### src/rtl/imem_ctrl_pkg.sv
// Shared encodings and constants for the instruction-memory fetch controller.
// Latency: n/a (constants only).
// Backpressure: n/a.
package imem_ctrl_pkg;

  // Controller phase encoding
  localparam logic [1:0] ST_BOOT = 2'd0;
  localparam logic [1:0] ST_RUN  = 2'd1;
  localparam logic [1:0] ST_HALT = 2'd2;

  // Byte distance between consecutive instruction words
  localparam logic [31:0] PC_STEP = 32'd4;

  // Width of the saturating issue counter
  localparam int unsigned CNT_W = 16;

endpackage

### src/rtl/imem_load_port.sv
// Loader handshake to instruction-memory write strobe during the boot phase.
// Latency: combinational; the write lands on the same cycle as valid&ready.
// Backpressure: ready only while booting; words offered outside boot are dropped.
module imem_load_port #(
  parameter int unsigned DEPTH = 32,
  parameter int unsigned AW    = 5
) (
  input  logic          boot_i,
  input  logic          load_valid,
  output logic          load_ready,
  input  logic [AW-1:0] load_addr,
  input  logic [31:0]   load_data,
  output logic          imem_we,
  output logic [AW-1:0] imem_waddr,
  output logic [31:0]   imem_wdata
);

  // Accept every offered word in boot; out-of-range indices never strobe the memory
  always_comb begin
    load_ready = boot_i;
    imem_we    = boot_i && load_valid && (32'(load_addr) < DEPTH);
    imem_waddr = load_addr;
    imem_wdata = load_data;
  end

endmodule

### src/rtl/imem_fetch_ctrl.sv
// Boot-time program loader plus run-time PC/fetch sequencer for a 32-word imem.
// Latency: one cycle from imem_pc to if_instr; redirect flushes one fetch.
// Backpressure: stall holds PC and IF register; redirect overrides stall.
// Optional: IMEM_HALT_ON_ZERO_EN halts fetch on an all-zero instruction word.
module imem_fetch_ctrl
  import imem_ctrl_pkg::*;
#(
  parameter int unsigned DEPTH    = 32,
  parameter int unsigned AW       = 5,
  parameter logic [31:0] RESET_PC = 32'h0000_0000
) (
  input  logic             clk,
  input  logic             reset,
  input  logic             load_valid,
  output logic             load_ready,
  input  logic [AW-1:0]    load_addr,
  input  logic [31:0]      load_data,
  input  logic             load_done,
  output logic [31:0]      imem_pc,
  input  logic [31:0]      imem_rdata,
  output logic             imem_we,
  output logic [AW-1:0]    imem_waddr,
  output logic [31:0]      imem_wdata,
  input  logic             stall,
  input  logic             redirect_valid,
  input  logic [31:0]      redirect_pc,
  output logic             if_valid,
  output logic [31:0]      if_pc,
  output logic [31:0]      if_instr,
  output logic             state_run,
  output logic [CNT_W-1:0] fetch_count
);

  logic [1:0]       state_q, state_d;
  logic [31:0]      pc_q, pc_d;
  logic             if_valid_q, if_valid_d;
  logic [31:0]      if_pc_q, if_pc_d;
  logic [31:0]      if_instr_q, if_instr_d;
  logic [CNT_W-1:0] fetch_count_q, fetch_count_d;
  logic             issue;

  // Target PCs are word aligned; the low bits of a redirect are discarded
  logic [1:0] unused_redirect_lsb;
  assign unused_redirect_lsb = redirect_pc[1:0];

  imem_load_port #(
    .DEPTH (DEPTH),
    .AW    (AW)
  ) u_load_port (
    .boot_i     (state_q == ST_BOOT),
    .load_valid (load_valid),
    .load_ready (load_ready),
    .load_addr  (load_addr),
    .load_data  (load_data),
    .imem_we    (imem_we),
    .imem_waddr (imem_waddr),
    .imem_wdata (imem_wdata)
  );

  // Phase sequencing and fetch decision: redirect > stall > advance
  always_comb begin
    state_d       = state_q;
    pc_d          = pc_q;
    if_valid_d    = if_valid_q;
    if_pc_d       = if_pc_q;
    if_instr_d    = if_instr_q;
    fetch_count_d = fetch_count_q;
    issue         = 1'b0;
    case (state_q)
      ST_BOOT: begin
        if_valid_d = 1'b0;
        if (load_done) begin
          state_d = ST_RUN;
          pc_d    = RESET_PC;
        end
      end
      ST_RUN: begin
        if (redirect_valid) begin
          pc_d       = {redirect_pc[31:2], 2'b00};
          if_valid_d = 1'b0;
        end else if (!stall) begin
`ifdef IMEM_HALT_ON_ZERO_EN
          if (imem_rdata == 32'h0) begin
            // Zero word marks end of program: park PC on it and stop issuing
            state_d    = ST_HALT;
            if_valid_d = 1'b0;
          end else begin
            issue = 1'b1;
          end
`else
          issue = 1'b1;
`endif
        end
      end
      ST_HALT: begin
        if_valid_d = 1'b0;
      end
      default: begin
        state_d    = ST_BOOT;
        pc_d       = RESET_PC;
        if_valid_d = 1'b0;
      end
    endcase
    if (issue) begin
      if_instr_d = imem_rdata;
      if_pc_d    = pc_q;
      if_valid_d = 1'b1;
      pc_d       = pc_q + PC_STEP;
      if (fetch_count_q != {CNT_W{1'b1}}) begin
        fetch_count_d = fetch_count_q + 1'b1;
      end
    end
  end

  // State, PC and IF register with synchronous active-low reset
  always_ff @(posedge clk) begin
    if (!reset) begin
      state_q       <= ST_BOOT;
      pc_q          <= RESET_PC;
      if_valid_q    <= 1'b0;
      if_pc_q       <= 32'h0;
      if_instr_q    <= 32'h0;
      fetch_count_q <= '0;
    end else begin
      state_q       <= state_d;
      pc_q          <= pc_d;
      if_valid_q    <= if_valid_d;
      if_pc_q       <= if_pc_d;
      if_instr_q    <= if_instr_d;
      fetch_count_q <= fetch_count_d;
    end
  end

  assign imem_pc     = pc_q;
  assign if_valid    = if_valid_q;
  assign if_pc       = if_pc_q;
  assign if_instr    = if_instr_q;
  assign state_run   = (state_q == ST_RUN);
  assign fetch_count = fetch_count_q;

endmodule

### config.mk
export PLATFORM = sky130hd
export DESIGN_NAME = imem_fetch_ctrl
export DESIGN_NICKNAME = d
export VERILOG_FILES = /design/src/rtl/imem_ctrl_pkg.sv /design/src/rtl/imem_load_port.sv /design/src/rtl/imem_fetch_ctrl.sv
export SDC_FILE = /design/constraint.sdc
export NUM_CORES = 1
export LEC_CHECK = 0
export BUFFER_PORTS_ARGS = -buffer_cell sky130_fd_sc_hd__buf_2
export CAP_MARGIN = 25
export CORE_ASPECT_RATIO = 1.2
export CORE_MARGIN = 1.5
export CORE_UTILIZATION = 52
export CTS_BUF_LIST = sky130_fd_sc_hd__clkbuf_8
export DETAILED_ROUTE_END_ITERATION = 16
export GPL_ROUTABILITY_DRIVEN = 0
export HOLD_SLACK_MARGIN = 0.15
export PLACE_DENSITY = 0.89
export SYNTH_ARGS = -nofsm -noshare
export SYNTH_HDL_FRONTEND = slang
export SYNTH_SLANG_ARGS = --single-unit
export TNS_END_PERCENT = 20
### constraint.sdc
create_clock -name clk -period 3.2 [get_ports clk]
set_input_delay 0.16 -clock clk [delete_from_list [all_inputs] [get_ports clk]]
set_output_delay 0.16 -clock clk [all_outputs]
set_load 0.05 [all_outputs]
==> impl_metrics.yaml <==
logic_synthesis:
  synth_ff_type: "dfxtp_1"
  synth-seq-area-share: 0.408
  ys_ff_latch: 110
  async_flop_share: 0
  syn-cell-area_um2: 5390
  synth.yosys.warnings: 0
  syn_avg_cell_area_um2: 7.98
  ys_types: 66
  synth_edf_count: 0
  synth_cells: 676
final_layout:
  fin_area_um2: 6720
  antenna_cells: 0
  fillerInstances: 794
  synthToLayoutAreaGrowth_pct: 24.6
  layout_common_cells: "buf_2 (179), nand2_1 (165), dfxtp_1 (110)"
  mostFrequentLayoutCell: "buf_2"
  fin_nets: 954
  drive_gt1_frac: 0.260
sta:
  setup_viol: 0
  hold_viol: 0
  report.final.slew_viol_count: 0
  layout_worst_path_cycle_share: 0.659
  fmax_mhz: 474
  slew-limit-headroom: 0.415
  tns_ps: 0
  worst_clock_skew_ps: 11.0
  worst_slew_pin_slew_ps: 877
  fin_crit_ps: 2110
  rsz0062_at_grt: "false"
pwr:
  leakage_nw: 2.77
  vdd_drop_max_mv: 0.202
  p_per_area_nw_per_um2: 394
clocking:
  clock_path_buffers: 2
  path_clk_slew_ps: 100
  cts_tree: "done"
  cts-resized-gates: 0
  clock_latency_ps: 380
  clock_sinks: 110
  cts_setup_buffers: 0
  root_buffer: "clkbuf_8"
  hold_buffers: 59
  cts_buffers: 9
  cts_max_level: 3
critical_path:
  worst-setup-path-type: "flop to flop"
  end_kind: "flop"
  cp_max_fo: 53
  worstPathRequired_ps: 3500
  cp_data_arrival_time_ps: 2410
  critPathLaunchType: "flop"
grt:
  grt_max_degree: 75
  track_usage: 0.290
  grt.overflow.total: 0
  grt_pass1_wl_mm: 25.1
  antenna_found_initial: 0
  grt_pass1_vias: 5263
route:
  drc_errors: 0
  dr.pass1.iters: 5
  dr.max_layer_used: "met4"
  drtIter0Drc: 388
  met2_length_mm: 8.17
  vias: 5625
  wl_mm: 16.3
  wl_per_cell_um: 16.7
  vias_per_cell: 5.76
  met3_length_mm: 1.36
  wl_met1_mm: 6.28
  ant_nets: 0
floorplan:
  initial_core_util: 0.536
  die-width_um: 96.0
  die_h_um: 115
  rows: 40
  ios: 260
  dieArea_um2: 11000
  core-area_um2: 10100
place:
  detailed_place.area_um2: 5950
  port_buffers: 179
  place_hpwl_mm: 10.3
outcome:
  status: "finished, final reports clean"
worst_hold_path:
  worstHoldPathType: "input port to flop"
job:
  drv_cap: 0
## Yosys cell counts (10+ instances only)
cell type | number | share of area
nand2_1 | 165 | 0.11
dfxtp_1 | 110 | 0.41
a21oi_1 | 78 | 0.072
buf_4 | 43 | 0.060
nor2_1 | 32 | 0.022
nand3_1 | 22 | 0.020
o21ai_0 | 22 | 0.020
clkbuf_1 | 20 | 0.014
buf_2 | 15 | 0.014
nand4_1 | 15 | 0.017
xnor2_1 | 12 | 0.019
a32oi_1 | 11 | 0.018
nor3_1 | 10 | 0.0093
## cells by family (layout without fill, tap and decap cells)
family,count (synthesis),count (layout),share of synthesized area
compound gates,163,163,0.195
xor+xnor,14,14,0.0227
fa+ha+maj,2,2,0.00464
buf+inv,96,267,0.111
flops,110,110,0.408
mux,3,3,0.00557
other cells,1,4,0.000696
simple gates,287,287,0.252
## final timing paths
path                         from            to  slack, ps  depth (start not counted)
hold / removal    redirect_pc[22]   imem_pc[22]        170                          3
setup / recovery       state_q[0]   imem_pc[19]       1090                          5
hold reg to reg      if_instr[20]  if_instr[20]        460                          2
setup reg to reg       state_q[0]   imem_pc[19]       1090                          5
## through the flow
stage	hold slack, ps	std cells	setup slack (ps)	util	power [mW]
final	168	976	1090	0.668	2.64
after global routing	165	976	922	0.668	2.76
after CTS	158	976	1130	0.668	2.64
after detailed placement	320	901	1140	0.591	1.84
after global placement	320	901	1150	0.591	1.83
after floorplan	296	679	1040	-	1.85
## critical path, cell delays in order (launching register included)
cell,delay [ps]
dfxtp_1,330
buf_4,240
nor3b_4,500
buf_4,570
nand3_1,170
o221ai_1,200
## power breakdown
group / internal (mW) / switching, mW / leakage, nW
Sequential: 1.40 / 0.0405 / 0.891
Combinational: 0.149 / 0.284 / 1.78
Clock: 0.302 / 0.468 / 0.0899
## sequential cells by signal (all words and copies together) (netlist names)
register and flops:
if_instr 32, fetch_count 16, state_q 1, if_valid 1, imem_pc 30, if_pc 30
## per-layer routing
layer,GRT usage,vias up
li1,-,2657
met1,0.328,2600
met2,0.491,309
met3,0.0710,59
met4,0.158,0
met5,0,-
## layout make-up
type                            instances  area [µm²]  area share
Sequential cell                       110        2200       0.328
Inverter                                6        22.5     0.00335
Timing Repair Buffer                  245        1550       0.231
Clock inverter                          6        37.5     0.00559
Clock buffer                           10         138      0.0205
Tap cell                              126         158      0.0235
Multi-Input combinational cell        473        2610       0.388
Note: power is estimated with default switching activity, not from simulation.
